$ cat src/rtl/a2d_intf.sv
`default_nettype none
// +--------------------------------------------------------------------------+
// | a2d_intf : SPI master for a 12-bit ADC, two 16-bit transactions per conv |
// | Rev 1.0                                                                  |
// +--------------------------------------------------------------------------+
module a2d_intf (
  input  logic        clk,
  input  logic        rst,
  input  logic        strt_cnv,
  input  logic [2:0]  chnnl,
  input  logic        MISO,
  output logic        a2d_SS_n,
  output logic        SCLK,
  output logic        MOSI,
  output logic        cnv_cmplt,
  output logic [11:0] A2D_res
);

  typedef enum logic [1:0] {
    IDLE = 2'd0,
    TXN1 = 2'd1,
    GAP  = 2'd2,
    TXN2 = 2'd3
  } state_t;

  localparam logic [4:0] C_DIV_INIT = 5'b10111;
  localparam logic [4:0] C_DIV_RISE = 5'b01111;
  localparam logic [4:0] C_DIV_FALL = 5'b11111;
  localparam logic [4:0] C_BITS     = 5'd16;
  localparam logic [4:0] C_GAP_LAST = 5'd31;

  state_t      state_q;
  logic        ss_n_q;
  logic [4:0]  sclk_div_q;
  logic [15:0] shift_q;
  logic        smpl_q;
  logic [4:0]  bit_cnt_q;
  logic [4:0]  gap_cnt_q;
  logic [2:0]  chnl_q;
  logic        cmplt_q;
  logic [11:0] res_q;

  logic w_rise;
  logic w_fall;
  logic w_txn_end;

  assign w_rise    = !ss_n_q && (sclk_div_q == C_DIV_RISE);
  // A fall before any rise (bit_cnt_q == 0) is the leading edge and shifts nothing.
  assign w_fall    = !ss_n_q && (sclk_div_q == C_DIV_FALL) && (bit_cnt_q != 5'd0);
  assign w_txn_end = !ss_n_q && (sclk_div_q == C_DIV_FALL) && (bit_cnt_q == C_BITS);

  always_ff @(posedge clk) begin
    if (rst) begin
      state_q    <= IDLE;
      ss_n_q     <= 1'b1;
      sclk_div_q <= 5'd0;
      shift_q    <= 16'h0000;
      smpl_q     <= 1'b0;
      bit_cnt_q  <= 5'd0;
      gap_cnt_q  <= 5'd0;
      chnl_q     <= 3'd0;
      cmplt_q    <= 1'b0;
      res_q      <= 12'h000;
    end else begin
      if (!ss_n_q)
        sclk_div_q <= sclk_div_q + 5'd1;
      if (w_rise) begin
        smpl_q    <= MISO;
        bit_cnt_q <= bit_cnt_q + 5'd1;
      end
      if (w_fall)
        shift_q <= {shift_q[14:0], smpl_q};

      case (state_q)
        IDLE: begin
          if (strt_cnv) begin
            chnl_q     <= chnnl;
            cmplt_q    <= 1'b0;
            ss_n_q     <= 1'b0;
            sclk_div_q <= C_DIV_INIT;
            shift_q    <= {2'b00, chnnl, 11'h000};
            state_q    <= TXN1;
          end
        end
        TXN1: begin
          if (w_txn_end) begin
            ss_n_q    <= 1'b1;
            bit_cnt_q <= 5'd0;
            gap_cnt_q <= 5'd0;
            state_q   <= GAP;
          end
        end
        GAP: begin
          gap_cnt_q <= gap_cnt_q + 5'd1;
          if (gap_cnt_q == C_GAP_LAST) begin
            ss_n_q     <= 1'b0;
            sclk_div_q <= C_DIV_INIT;
            shift_q    <= {2'b00, chnl_q, 11'h000};
            state_q    <= TXN2;
          end
        end
        TXN2: begin
          if (w_txn_end) begin
            ss_n_q    <= 1'b1;
            bit_cnt_q <= 5'd0;
            // Result is the post-shift low 12 bits, taken on the same edge as the final shift.
            res_q     <= {shift_q[10:0], smpl_q};
            cmplt_q   <= 1'b1;
            state_q   <= IDLE;
          end
        end
        default: state_q <= IDLE;
      endcase
    end
  end

  assign a2d_SS_n  = ss_n_q;
  assign SCLK      = ss_n_q | sclk_div_q[4];
  assign MOSI      = shift_q[15];
  assign cnv_cmplt = cmplt_q;
  assign A2D_res   = res_q;

endmodule
`default_nettype wire
$ cat config.mk
export PLATFORM = sky130hd
export DESIGN_NAME = a2d_intf
export DESIGN_NICKNAME = d
export VERILOG_FILES = /design/src/rtl/a2d_intf.sv
export SDC_FILE = /design/constraint.sdc
export NUM_CORES = 1
export LEC_CHECK = 0
export BUFFER_PORTS_ARGS = -buffer_cell sky130_fd_sc_hd__buf_4
export CELL_PAD_IN_SITES_DETAIL_PLACEMENT = 1
export CELL_PAD_IN_SITES_GLOBAL_PLACEMENT = 1
export CORE_MARGIN = 3
export CORE_UTILIZATION = 25
export DETAILED_ROUTE_END_ITERATION = 16
export PLACE_DENSITY_LB_ADDON = 0.12
export REMOVE_ABC_BUFFERS = 1
export SYNTH_ARGS = -nofsm -noshare
export SYNTH_HDL_FRONTEND = slang
export SYNTH_SLANG_ARGS = --single-unit
$ cat constraint.sdc
create_clock -name clk -period 2.55 [get_ports clk]
set_clock_uncertainty 0.1 [all_clocks]
set_input_delay 0.255 -clock clk [delete_from_list [all_inputs] [get_ports clk]]
set_output_delay 0.255 -clock clk [all_outputs]
set_load 0.02 [all_outputs]
Word level (Yosys, flattened, before mapping)
Cells that the tools add are included.
- input bits: 7
- logic and storage cells: 65
- register bits: 51
- output and inout port bits: 16
- add/subtract/negate cells: 3
- reductions and logical operators: 16
- bitwise operators: 1
- mux-type cells: 23
- equality and inequality tests: 12
- operators by type and width (kind ; number):
    16-bit two-way mux ; 3
    5-bit two-way mux ; 7
    16-bit one-hot mux with 2 select lines ; 1
    5-bit one-hot mux with 2 select lines ; 2
    5-bit by 1-bit adder with 5-bit output, second input constant ; 3
    5-bit equality test, second input constant ; 3
    2-bit two-way mux ; 4
    2-bit != test, second input constant ; 4
    2-bit one-hot mux with 4 select lines ; 1
    2-bit AND reduction ; 3
    3-bit AND reduction ; 2
    5-bit by 4-bit equality test with 1-bit output, second input constant ; 1
    5-bit nonzero test ; 1
    2-bit equality test, second input constant ; 2
    1-bit logical AND ; 4
    4-bit AND reduction ; 1
    2-bit nonzero test ; 2
    1-bit two-way mux ; 3
    1-bit one-hot mux with 3 select lines ; 1
    2-bit by 1-bit equality test with 1-bit output, second input constant ; 1
    2-bit zero test ; 1
    2-bit by 1-bit != test with 1-bit output, second input constant ; 1
    1-bit one-hot mux with 2 select lines ; 1
    2-bit OR reduction ; 1
    other kinds (2) ; 2

Logic depth before layout (Yosys ltp)
Gate-level depths: netlist (run 1).
- word-level depth: 6
- mapped depth: 8
- gate-level depth less buffers: 7

Worst setup path before layout (run 1)
OpenSTA, ideal clock, no wires.
- kind: register to register
- start: register sclk_div_q[0]
- end: register gap_cnt_q[3]
- setup slack: 0.625 ns
- clock period less this slack: 1.925 ns
- required time: 2.334 ns
- arrival time: 1.708 ns
- buffers on the path: 0
- stages on the path, launching flop included: 8
- setup time: 0.116 ns
- cell sequence: dfxtp_1 > ha_1 > and3_1 > ha_1 > and3b_1 > a21bo_2 > a32o_1 > a41o_1
- longest elaborated chain between the ends: 5
- ends and longest elaborated chain (what ; line ; RTL):
    start, declared ; 34 ; logic [4:0] sclk_div_q;
    start signal, assigned ; 66 ; sclk_div_q <= sclk_div_q + 5'd1;
    5-bit equality test ; 50 ; assign w_txn_end = !ss_n_q && (sclk_div_q == C_DIV_FALL) && (bit_cnt_q == C_BITS);
    1-bit logical AND (2 in series) ; 50 ;
    2-bit != test (no line) ; - ;
    2-bit AND reduction (no line) ; - ;
    end signal, assigned ; 94 ; gap_cnt_q <= gap_cnt_q + 5'd1;
    end, declared ; 38 ; logic [4:0] gap_cnt_q;
No other way between the ends.
A chain may end at the register's enable or synchronous reset.

Worst setup path in the final report (run 1)
- start: register gap_cnt_q[0]
- end: register shift_q[12]
- longest elaborated chain between the ends: 3
- ends and longest elaborated chain (what ; line ; RTL):
    5-bit equality test ; 95 ; if (gap_cnt_q == C_GAP_LAST) begin
    16-bit two-way mux ; 95 ;
    16-bit one-hot mux with 2 select lines ; 74 ; case (state_q)
    end signal, assigned ; 72 ; shift_q <= {shift_q[14:0], smpl_q};
    end signal, assigned ; 81 ; shift_q <= {2'b00, chnnl, 11'h000};
    end signal, assigned ; 98 ; shift_q <= {2'b00, chnl_q, 11'h000};
    end, declared ; 35 ; logic [15:0] shift_q;
No other way between the ends.

==> impl_metrics.csv, run 1 <==
group,metric,value,unit
pwr,p_clk_share,26.5,%
yosys,synth_mux_area_share,8.14,%
sta,slew_violations,0,
sta,finalSetupTns,0,ns
sta,fin_crit_sh,88.9,%
worst_setup_path,startpoint_type,"register",
routing,finalWirelength,5020,um
sta,hold_viol_final,0,
sta,relSlewSlack,46.5,%
global_route,grt_util_all_layers,10.9,%
final_layout,diodes,0,
routing,drc,0,
cts,clk_pin_slew,0.10,ns
final_layout,areaGrowthSynthToFinish,16.9,%
yosys,netlist_area,2210,sq um
worst_setup_path,rr_worst_depth,6,
cts,tritoncts,"built",
yosys,synth_cell_types,43,
yosys,synth-compound-area-share,14.6,%
sta,tightest_slew,0.802,ns
cts,post_cts_buffers,0,
outcome,status,"completed",
cts,clk_latency,0.30,ns
placement,place_ws,0.246,ns
global_route,antenna_found_initial,0,
cts,cts_sinks,51,
floorplan,ioPinCount,23,
floorplan,die_h,100,um
yosys,synthSimpleGateAreaFrac,18.6,%
pwr,p_total,1.89,mW
cts,cts_root_buf,"clkbuf_8",
sta,setup_viol,0,
yosys,yosysTopAreaCell,"dfxtp_1",
worst_setup_path,required,2.61,ns
yosys,seq_area_frac_synth,46.2,%
worst_setup_path,cp_max_fo,17,
pwr,comb_power_share,24.2,%
worst_setup_path,worstSetupEndpointType,"register",
pwr,intPower,1.26,mW
final_layout,finalNetCount,284,
yosys,synth.top_cells.by_area,"dfxtp_1 46%, mux2i_1 8.1%, ha_1 6.2%",
pwr,power.leakage,1.08,nW
routing,antenna_left,0,
sta,worst_slack,0.284,ns
global_route,grt_pass1_vias,1785,
worst_setup_path,path_class,"reg2reg",
yosys,synth_xor_area_share,2.77,%
yosys,yosysTopAreaCellShare,46.2,%
min_path,hold_path_class,"in2reg",
final_layout,final_area,2580,sq um
yosys,syn_inst,243,
floorplan,fp.dieW,100,um
yosys,async_reset_ff_share,0,%
placement,port_buffers,22,
routing,vias_per_cell,4.63,
cts,cts_buffer_depth,2,
final_layout,drive_above_1_share,15.7,%
yosys,synth.avg_cell_area,9.10,sq um
sta,fmax,441,MHz
min_path,worstHoldPathCells,3,
global_route,grt_overflow,0,
placement,hpwl,3550,um
placement,placed_area,2490,sq um
placement,place_congestion,0.695,
yosys,synth_edf_count,0,
pwr,power.density,729,nW/um^2
cts,cts_buffers,5,
pwr,switchingPower,624,uW
yosys,ys.warnings.count,0,
global_route,grt_max_degree,34,
routing,vias,1722,
pwr,ir_worst_vdd,264,uV
routing,drt_iter0_markers,44,
cts,cts_resized,0,
final_layout,fillers,1014,
yosys,synth_top_family_by_area,"simple AND/OR/NAND/NOR gates",
cts,htreeDepth,2,
sta,grt_setup_unrepaired,"false",
pwr,swShare,33.1,%
yosys,ys_ff_latch,51,
floorplan,initial_core_util,26.3,%
global_route,grt_first_pass_wirelength,8750,um
floorplan,core,8420,sq um
routing,first_pass_iters,4,
floorplan,die-area,10000,sq um
pwr,p_seq_share,49.3,%
sta,min_period,2.27,ns
yosys,ys.flop_type,"dfxtp_1",
worst_setup_path,arrival,2.33,ns
yosys,synthAdderAreaFrac,6.22,%
cts,cts_hold_buf,0,
job,cap_violations,0,
floorplan,rows,33,
routing,post_drt_wl_per_cell,13.5,um
## metrics by stage
stage | utilization [%] | hold slack (ns) | cells
2_1_floorplan | - | 0.224 | 233
3_3_place_gp | 29.5 | 0.345 | 364
3_5_place_dp | 29.5 | 0.352 | 364
4_1_cts | 30.7 | 0.117 | 372
5_1_grt | 30.7 | 0.118 | 372
6_report | 30.7 | 0.114 | 372
## worst max-delay path: stages, from the launching register on
cell,delay (ns)
dfxtp_1,0.38
ha_1,0.19
and3_1,0.17
ha_1,0.24
o21ai_1,0.17
o21ai_2,0.68
o21ai_0,0.19
## synthesized netlist by cell type (4+ instances only)
| cell type | count |
|---|---|
| dfxtp_1 | 51 |
| nand2_1 | 36 |
| nor2_1 | 26 |
| a21oi_1 | 25 |
| mux2i_1 | 18 |
| ha_1 | 11 |
| nand3_1 | 8 |
| inv_1 | 7 |
| xor2_1 | 5 |
| clkbuf_1 | 4 |
| nor2b_1 | 4 |
## logic make-up after synthesis
group,after synthesis
AND/OR/NAND/NOR,89
flip-flops,51
AO/OA/AOI/OAI,50
multiplexers,18
buffers and inverters,17
adder cells (fa/ha/maj),11
XOR/XNOR,7
## layer usage
layer | up-vias | global-route usage, % | wire length [um]
li1 | 882 | - | -
met1 | 821 | 14.3 | 2560
met2 | 15 | 17.7 | 2300
met3 | 4 | 2.57 | 115
met4 | 0 | 3.42 | 37
met5 | - | 0 | 0
## flip-flops by register name, summed over array words and instances, names as in the netlist
| signal | flops |
|---|---|
| bit_cnt_q | 5 |
| gap_cnt_q | 5 |
| cnv_cmplt | 1 |
| A2D_res | 12 |
| a2d_SS_n | 1 |
| chnl_q | 3 |
| state_q | 2 |
| shift_q | 16 |
| smpl_q | 1 |
| sclk_div_q | 5 |
## power by group through the flow
stage               registers (mW)  clock network [mW]  logic, mW
floorplan                    0.938                   0      0.317
global placement             0.950                   0      0.459
detailed placement           0.951                   0      0.465
CTS                          0.932               0.531      0.468
global route                 0.944               0.565      0.525
finish                       0.928               0.500      0.456
## layout make-up
type	instances	area, sq um	share of cell area (%)
Inverter	7	26.3	1.02
Clock buffer	6	82.6	3.19
Sequential cell	51	1020	39.5
Timing Repair Buffer	26	195	7.55
Clock inverter	2	16.3	0.629
Tap cell	105	131	5.08
Multi-Input combinational cell	175	1110	43.0
## placed cells by master (no fill, tap or decap), types with 3 or more instances in the layout
cell,instances
a21oi_1,25
ha_1,11
o21ai_1,3
xor2_1,5
dfxtp_1,51
mux2i_1,18
o21ai_0,3
nand3_1,8
nand2_1,36
a21o_1,3
nor2_1,26
a32oi_1,3
inv_1,7
clkbuf_8,6
buf_4,26
nor2b_1,4
## path summary, 6_finish.rpt
| check | startpoint | slack [ns] | endpoint |
|---|---|---|---|
| setup / recovery | gap_cnt_q[0]$_SDFFE_PP0P_ | 0.28 | shift_q[12]$_SDFF_PP0_ |
| hold / removal | MISO | 0.11 | smpl_q$_SDFFE_PP0P_ |
| setup reg to reg | gap_cnt_q[0]$_SDFFE_PP0P_ | 0.28 | shift_q[12]$_SDFF_PP0_ |
| hold reg to reg | chnl_q[0]$_SDFFE_PP0P_ | 0.37 | chnl_q[0]$_SDFFE_PP0P_ |
(Power assumes the default switching activity.)
==> inputs of run 2 (changes only) <==
CORE_UTILIZATION = 44   (was 25)
==> run 2 against run 1 <==
  * Flip-flop and latch count unchanged
  * Largest cell class unchanged
  * Sequential power barely moved
  * Combinational power fell by 2%
  * Utilization grew 22 points
  * Register-to-register slack improved by 0.09 ns
  * Global-route usage increased by 5.6 points
  * Worst hold slack got worse by 0.028 ns
  * Routed wire length decreased by 9.3%
  * Critical path depth unchanged
  * First-iteration DRC count increased by 39%
  * Setup slack gained 0.092 ns
  * Final cell count fell by 10%
==> impl_metrics.csv, run 2 (synthesized netlist as in run 1, its figures left out) <==
group,metric,value,unit
cts,cts_buffer_depth,2,
final_layout,diodes,0,
worst_setup_path,ff2ff_setup_slack,0.38,ns
sta,fin_crit_sh,85.3,%
final_layout,final_util,53.0,%
worst_setup_path,worstSetupEndpointType,"register",
floorplan,ioPinCount,23,
global_route,grt_overflow,0,
min_path,worstHoldPathCells,3,
routing,top_layer_used,"met4",
final_layout,top_register,"shift_q",
placement,placedCellCount,326,
worst_setup_path,startpoint_type,"register",
floorplan,rows,25,
worst_setup_path,crit_top_cell,"ha_1",
floorplan,die-area,5910,sq um
min_path,min_from,"MISO",
pwr,p_total,1.88,mW
worst_setup_path,timing.rr.start,"gap_cnt_q[0]$_SDFFE_PP0P_",
cts,htreeDepth,2,
placement,hpwl,3140,um
sta,finalSetupTns,0,ns
final_layout,largest_register_ffs,16,
worst_setup_path,required,2.63,ns
sta,setup_viol,0,
worst_setup_path,cpPeakStageDelay,0.62,ns
worst_setup_path,path_delay_family,"compound AO/OA/AOI/OAI gates",
cts,post_cts_buffers,0,
sta,holdWs,0.0858,ns
final_layout,seqCellArea,1020,sq um
worst_setup_path,arrival,2.25,ns
pwr,power.leakage,1.08,nW
pwr,ir_worst_vdd,352,uV
sta,slew_violations,0,
cts,clk_latency,0.31,ns
cts,clk_pin_slew,0.10,ns
routing,finalWirelength,4550,um
min_path,hold_path_end,"smpl_q$_SDFFE_PP0P_",
floorplan,fp.dieW,76.9,um
routing,vias_per_cell,5.23,
pwr,power.density,740,nW/um^2
final_layout,areaGrowthSynthToFinish,14.7,%
cts,cts_buffers,5,
global_route,grt_first_pass_wirelength,7940,um
final_layout,fillers,593,
placement,place_congestion,0.775,
routing,post_drt_wl_per_cell,13.6,um
placement,port_buffers,22,
job,cap_violations,0,
worst_setup_path,path_buf_inv,0,
worst_setup_path,rr_endpoint,"shift_q[12]$_SDFF_PP0_",
worst_setup_path,rr_worst_depth,6,
global_route,grt_max_degree,34,
sta,hold_viol_final,0,
final_layout,finalNetCount,284,
final_layout,multi_input_area,1110,sq um
global_route,grt_pass1_vias,1744,
cts,tritoncts,"built",
worst_setup_path,crit_path_cell_trace,"ha_1 > and3_1 > ha_1 > o21ai_1 > o21ai_2 > o21ai_0",
worst_setup_path,path_class,"reg2reg",
final_layout,layout_commonest_cell,"dfxtp_1",
routing,first_pass_iters,4,
final_layout,drive_above_1_share,15.7,%
floorplan,initial_core_util,46.2,%
final_layout,mostFrequentLayoutCells,"51 x dfxtp_1, 36 x nand2_1, 26 x nor2_1, 26 x buf_4, 25 x a21oi_1",
min_path,hold_path_class,"in2reg",
routing,antenna_left,0,
cts,cts_hold_buf,0,
outcome,status,"completed",
routing,met1_length,2300,um
routing,drc,0,
sta,grt_setup_unrepaired,"false",
final_layout,layout.cells.non_filler,334,
worst_setup_path,cp-startpoint,"gap_cnt_q[0]$_SDFFE_PP0P_",
global_route,grt_util_all_layers,16.4,%
routing,vias,1747,
worst_setup_path,slowest_stage,"o21ai_2",
routing,route.met3.wl,155,um
sta,relSlewSlack,52.6,%
sta,fmax,460,MHz
routing,met2_length,2030,um
sta,min_period,2.17,ns
sta,tightest_slew,0.711,ns
cts,cts_sinks,51,
cts,cts_resized,0,
floorplan,core,4790,sq um
worst_setup_path,cp_max_fo,17,
routing,drt_iter0_markers,61,
cts,cts_root_buf,"clkbuf_8",
global_route,antenna_found_initial,0,
floorplan,die_h,76.9,um
run 2: cell counts in the layout (fill, tap and decap cells not counted):
Identical to the previous run, type by type.
run 2: cell type report:
| class | instances | share of cell area (%) |
|---|---|---|
| Sequential cell | 51 | 40.2 |
| Tap cell | 67 | 3.30 |
| Inverter | 7 | 1.04 |
| Timing Repair Buffer | 26 | 7.69 |
| Multi-Input combinational cell | 175 | 43.8 |
| Clock inverter | 2 | 0.641 |
| Clock buffer | 6 | 3.25 |
run 2: worst max-delay path by stage:
| stage | endpoint | slack [ns] | depth (start not counted) |
|---|---|---|---|
| 2_1_floorplan | A2D_res[0]$_SDFFE_PP0P_ | 0.53 | 7 |
| 3_3_place_gp | shift_q[12]$_SDFF_PP0_ | 0.42 | 6 |
| 3_5_place_dp | shift_q[12]$_SDFF_PP0_ | 0.37 | 6 |
| 4_1_cts | shift_q[12]$_SDFF_PP0_ | 0.34 | 6 |
| 5_1_grt | shift_q[12]$_SDFF_PP0_ | 0.16 | 6 |
| 6_report | shift_q[12]$_SDFF_PP0_ | 0.38 | 6 |
run 2: power by group:
part	leakage [nW]	switching (mW)	internal, mW
Combinational	0.619	0.272	0.177
Clock	0.0474	0.277	0.222
Sequential	0.414	0.0673	0.862
Total	1.08	0.616	1.26
run 2: worst reg2reg max path: cells and delay by family, from the launching register on:
family | cells | cell delay, ns
adders and majority gates | 2 | 0.43
AOI/OAI and AO/OA | 3 | 0.97
and+or+nand+nor | 1 | 0.16
DFF | 1 | 0.37
run 2: stage by stage:
step / worst slack (ns) / instance area, sq um
floorplan: 0.533 / 2160
global route: 0.160 / 2540
CTS: 0.339 / 2540
detailed placement: 0.372 / 2440
global placement: 0.419 / 2440
finish: 0.376 / 2540
run 2: routing by layer:
| metal | vias to the layer above | global-route usage [%] |
|---|---|---|
| li1 | 882 | - |
| met1 | 836 | 21.4 |
| met2 | 24 | 26.7 |
| met3 | 5 | 3.87 |
| met4 | 0 | 5.43 |
| met5 | - | 0 |
==> inputs of run 3 (changes only) <==
CORE_UTILIZATION = 46   (was 44)
CTS_BUF_LIST = sky130_fd_sc_hd__clkbuf_2 sky130_fd_sc_hd__clkbuf_4 sky130_fd_sc_hd__clkbuf_8   (was unset)
==> run 3 against run 2 <==
  * Sequential power hardly changed
  * Flip-flop and latch count stayed put
  * Via count is 0.97% higher
  * Global-route usage is 1.6 points higher
  * Largest power group unchanged
  * Sequential share of layout area is 0.060 points lower
  * Critical endpoint unchanged
  * Routed wire length is 4.4% higher
  * Critical path depth stayed put
  * Combinational power is 1% higher
==> impl_metrics.csv, run 3 (synthesized netlist as in run 1, its figures left out) <==
group,metric,value,unit
final_layout,mostFrequentLayoutCells,"51 x dfxtp_1, 36 x nand2_1, 26 x nor2_1, 26 x buf_4, 25 x a21oi_1",
global_route,grt_util_all_layers,18.1,%
floorplan,fp.dieW,75.3,um
cts,cts_hold_buf,0,
routing,vias_per_cell,5.53,
cts,cts_root_buf,"clkbuf_8",
final_layout,top_register,"shift_q",
cts,cts_buffers,5,
pwr,ir_worst_vdd,426,uV
floorplan,die-area,5680,sq um
min_path,min_from,"MISO",
cts,clk_pin_slew,0.09,ns
routing,antenna_left,0,
sta,finalSetupTns,0,ns
cts,post_cts_buffers,0,
pwr,switchingPower,620,uW
final_layout,layout_commonest_cell,"dfxtp_1",
pwr,intPower,1.36,mW
sta,fmax,450,MHz
worst_setup_path,cp_max_fo,17,
worst_setup_path,timing.rr.start,"gap_cnt_q[0]$_SDFFE_PP0P_",
pwr,power.density,780,nW/um^2
global_route,grt_max_degree,34,
global_route,grt_overflow,0,
floorplan,die_h,75.3,um
outcome,status,"completed",
final_layout,multi_input_area,1110,sq um
sta,hold_viol_final,0,
global_route,grt_pass1_vias,1665,
sta,tightest_slew,0.713,ns
final_layout,seqCellArea,1020,sq um
sta,fin_crit_sh,87.1,%
final_layout,drive_above_1_share,15.7,%
placement,place_congestion,0.820,
sta,grt_setup_unrepaired,"false",
final_layout,finalNetCount,284,
placement,hpwl,3280,um
min_path,hold_path_class,"in2reg",
sta,holdWs,0.0960,ns
min_path,worstHoldPathCells,3,
cts,cts_resized,0,
floorplan,initial_core_util,49.1,%
pwr,p_clk_share,30.1,%
routing,vias,1764,
global_route,grt_first_pass_wirelength,7850,um
sta,relSlewSlack,52.4,%
routing,drc,0,
floorplan,ioPinCount,23,
cts,clk_latency,0.31,ns
worst_setup_path,startpoint_type,"register",
final_layout,diodes,0,
pwr,comb_power_share,22.9,%
global_route,antenna_found_initial,0,
floorplan,rows,24,
worst_setup_path,arrival,2.29,ns
cts,htreeDepth,2,
placement,port_buffers,22,
worst_setup_path,rr_endpoint,"shift_q[12]$_SDFF_PP0_",
cts,cts_sinks,51,
worst_setup_path,ff2ff_setup_slack,0.33,ns
routing,post_drt_wl_per_cell,14.9,um
min_path,hold_path_end,"smpl_q$_SDFFE_PP0P_",
worst_setup_path,worstSetupEndpointType,"register",
routing,drt_iter0_markers,46,
final_layout,fillers,535,
final_layout,largest_register_ffs,16,
pwr,swShare,31.3,%
job,cap_violations,0,
routing,finalWirelength,4760,um
cts,cts_buffer_depth,2,
worst_setup_path,rr_worst_depth,6,
sta,setup_viol,0,
placement,placed_area,2420,sq um
final_layout,final_area,2540,sq um
pwr,p_seq_share,47.0,%
pwr,p_total,1.98,mW
sta,min_period,2.22,ns
pwr,power.leakage,1.09,nW
cts,tritoncts,"built",
worst_setup_path,path_class,"reg2reg",
final_layout,areaGrowthSynthToFinish,14.9,%
worst_setup_path,required,2.62,ns
routing,first_pass_iters,4,
floorplan,core,4500,sq um
sta,slew_violations,0,
## run 3: cell count changes in the layout (fill, tap and decap cells not counted), sizes merged
cell,delta
clkinvlp,-1
clkinv,-1
inv,+1
bufinv,+1
## run 3: how the worst max path moves through the flow
stage | from | end | cells after the start
floorplan | sclk_div_q[0]$_SDFF_PP0_ | A2D_res[0]$_SDFFE_PP0P_ | 7
global placement | gap_cnt_q[0]$_SDFFE_PP0P_ | shift_q[12]$_SDFF_PP0_ | 6
detailed placement | gap_cnt_q[0]$_SDFFE_PP0P_ | shift_q[12]$_SDFF_PP0_ | 6
CTS | gap_cnt_q[0]$_SDFFE_PP0P_ | shift_q[12]$_SDFF_PP0_ | 6
global route | gap_cnt_q[0]$_SDFFE_PP0P_ | shift_q[12]$_SDFF_PP0_ | 6
finish | gap_cnt_q[0]$_SDFFE_PP0P_ | shift_q[12]$_SDFF_PP0_ | 6
## run 3: layout make-up
class	count	area share [%]
Sequential cell	51	40.2
Timing Repair Buffer	26	7.68
Multi-Input combinational cell	175	43.8
Tap cell	52	2.56
Inverter	7	1.03
Clock buffer	6	3.25
Clock inverter	2	1.53
## run 3: power by group through the flow
stage,logic (mW),clock network [mW],registers (mW)
finish,0.454,0.597,0.931
global route,0.518,0.652,0.947
CTS,0.455,0.619,0.933
detailed placement,0.449,0,0.950
global placement,0.442,0,0.945
floorplan,0.317,0,0.938
## run 3: worst max-delay path: stages (launching register included)
cell and delay (ns):
dfxtp_1 0.39, ha_1 0.21, and3_1 0.17, ha_1 0.25
o21ai_1 0.17, o21ai_2 0.62, o21ai_0 0.18
## run 3: metrics by stage
step | utilization, % | instances | worst slack (ns)
floorplan | - | 233 | 0.533
global placement | 53.7 | 311 | 0.428
finish | 56.4 | 319 | 0.329
CTS | 56.4 | 319 | 0.320
detailed placement | 53.7 | 311 | 0.360
global route | 56.4 | 319 | 0.0457
## run 3: routing by layer
layer / global-route usage (%) / vias to the layer above / routed length (um)
li1: - / 880 / -
met5: 0 / - / 0
met2: 28.8 / 27 / 2210
met3: 3.96 / 5 / 176
met4: 6.60 / 0 / 53
met1: 24.2 / 852 / 2320
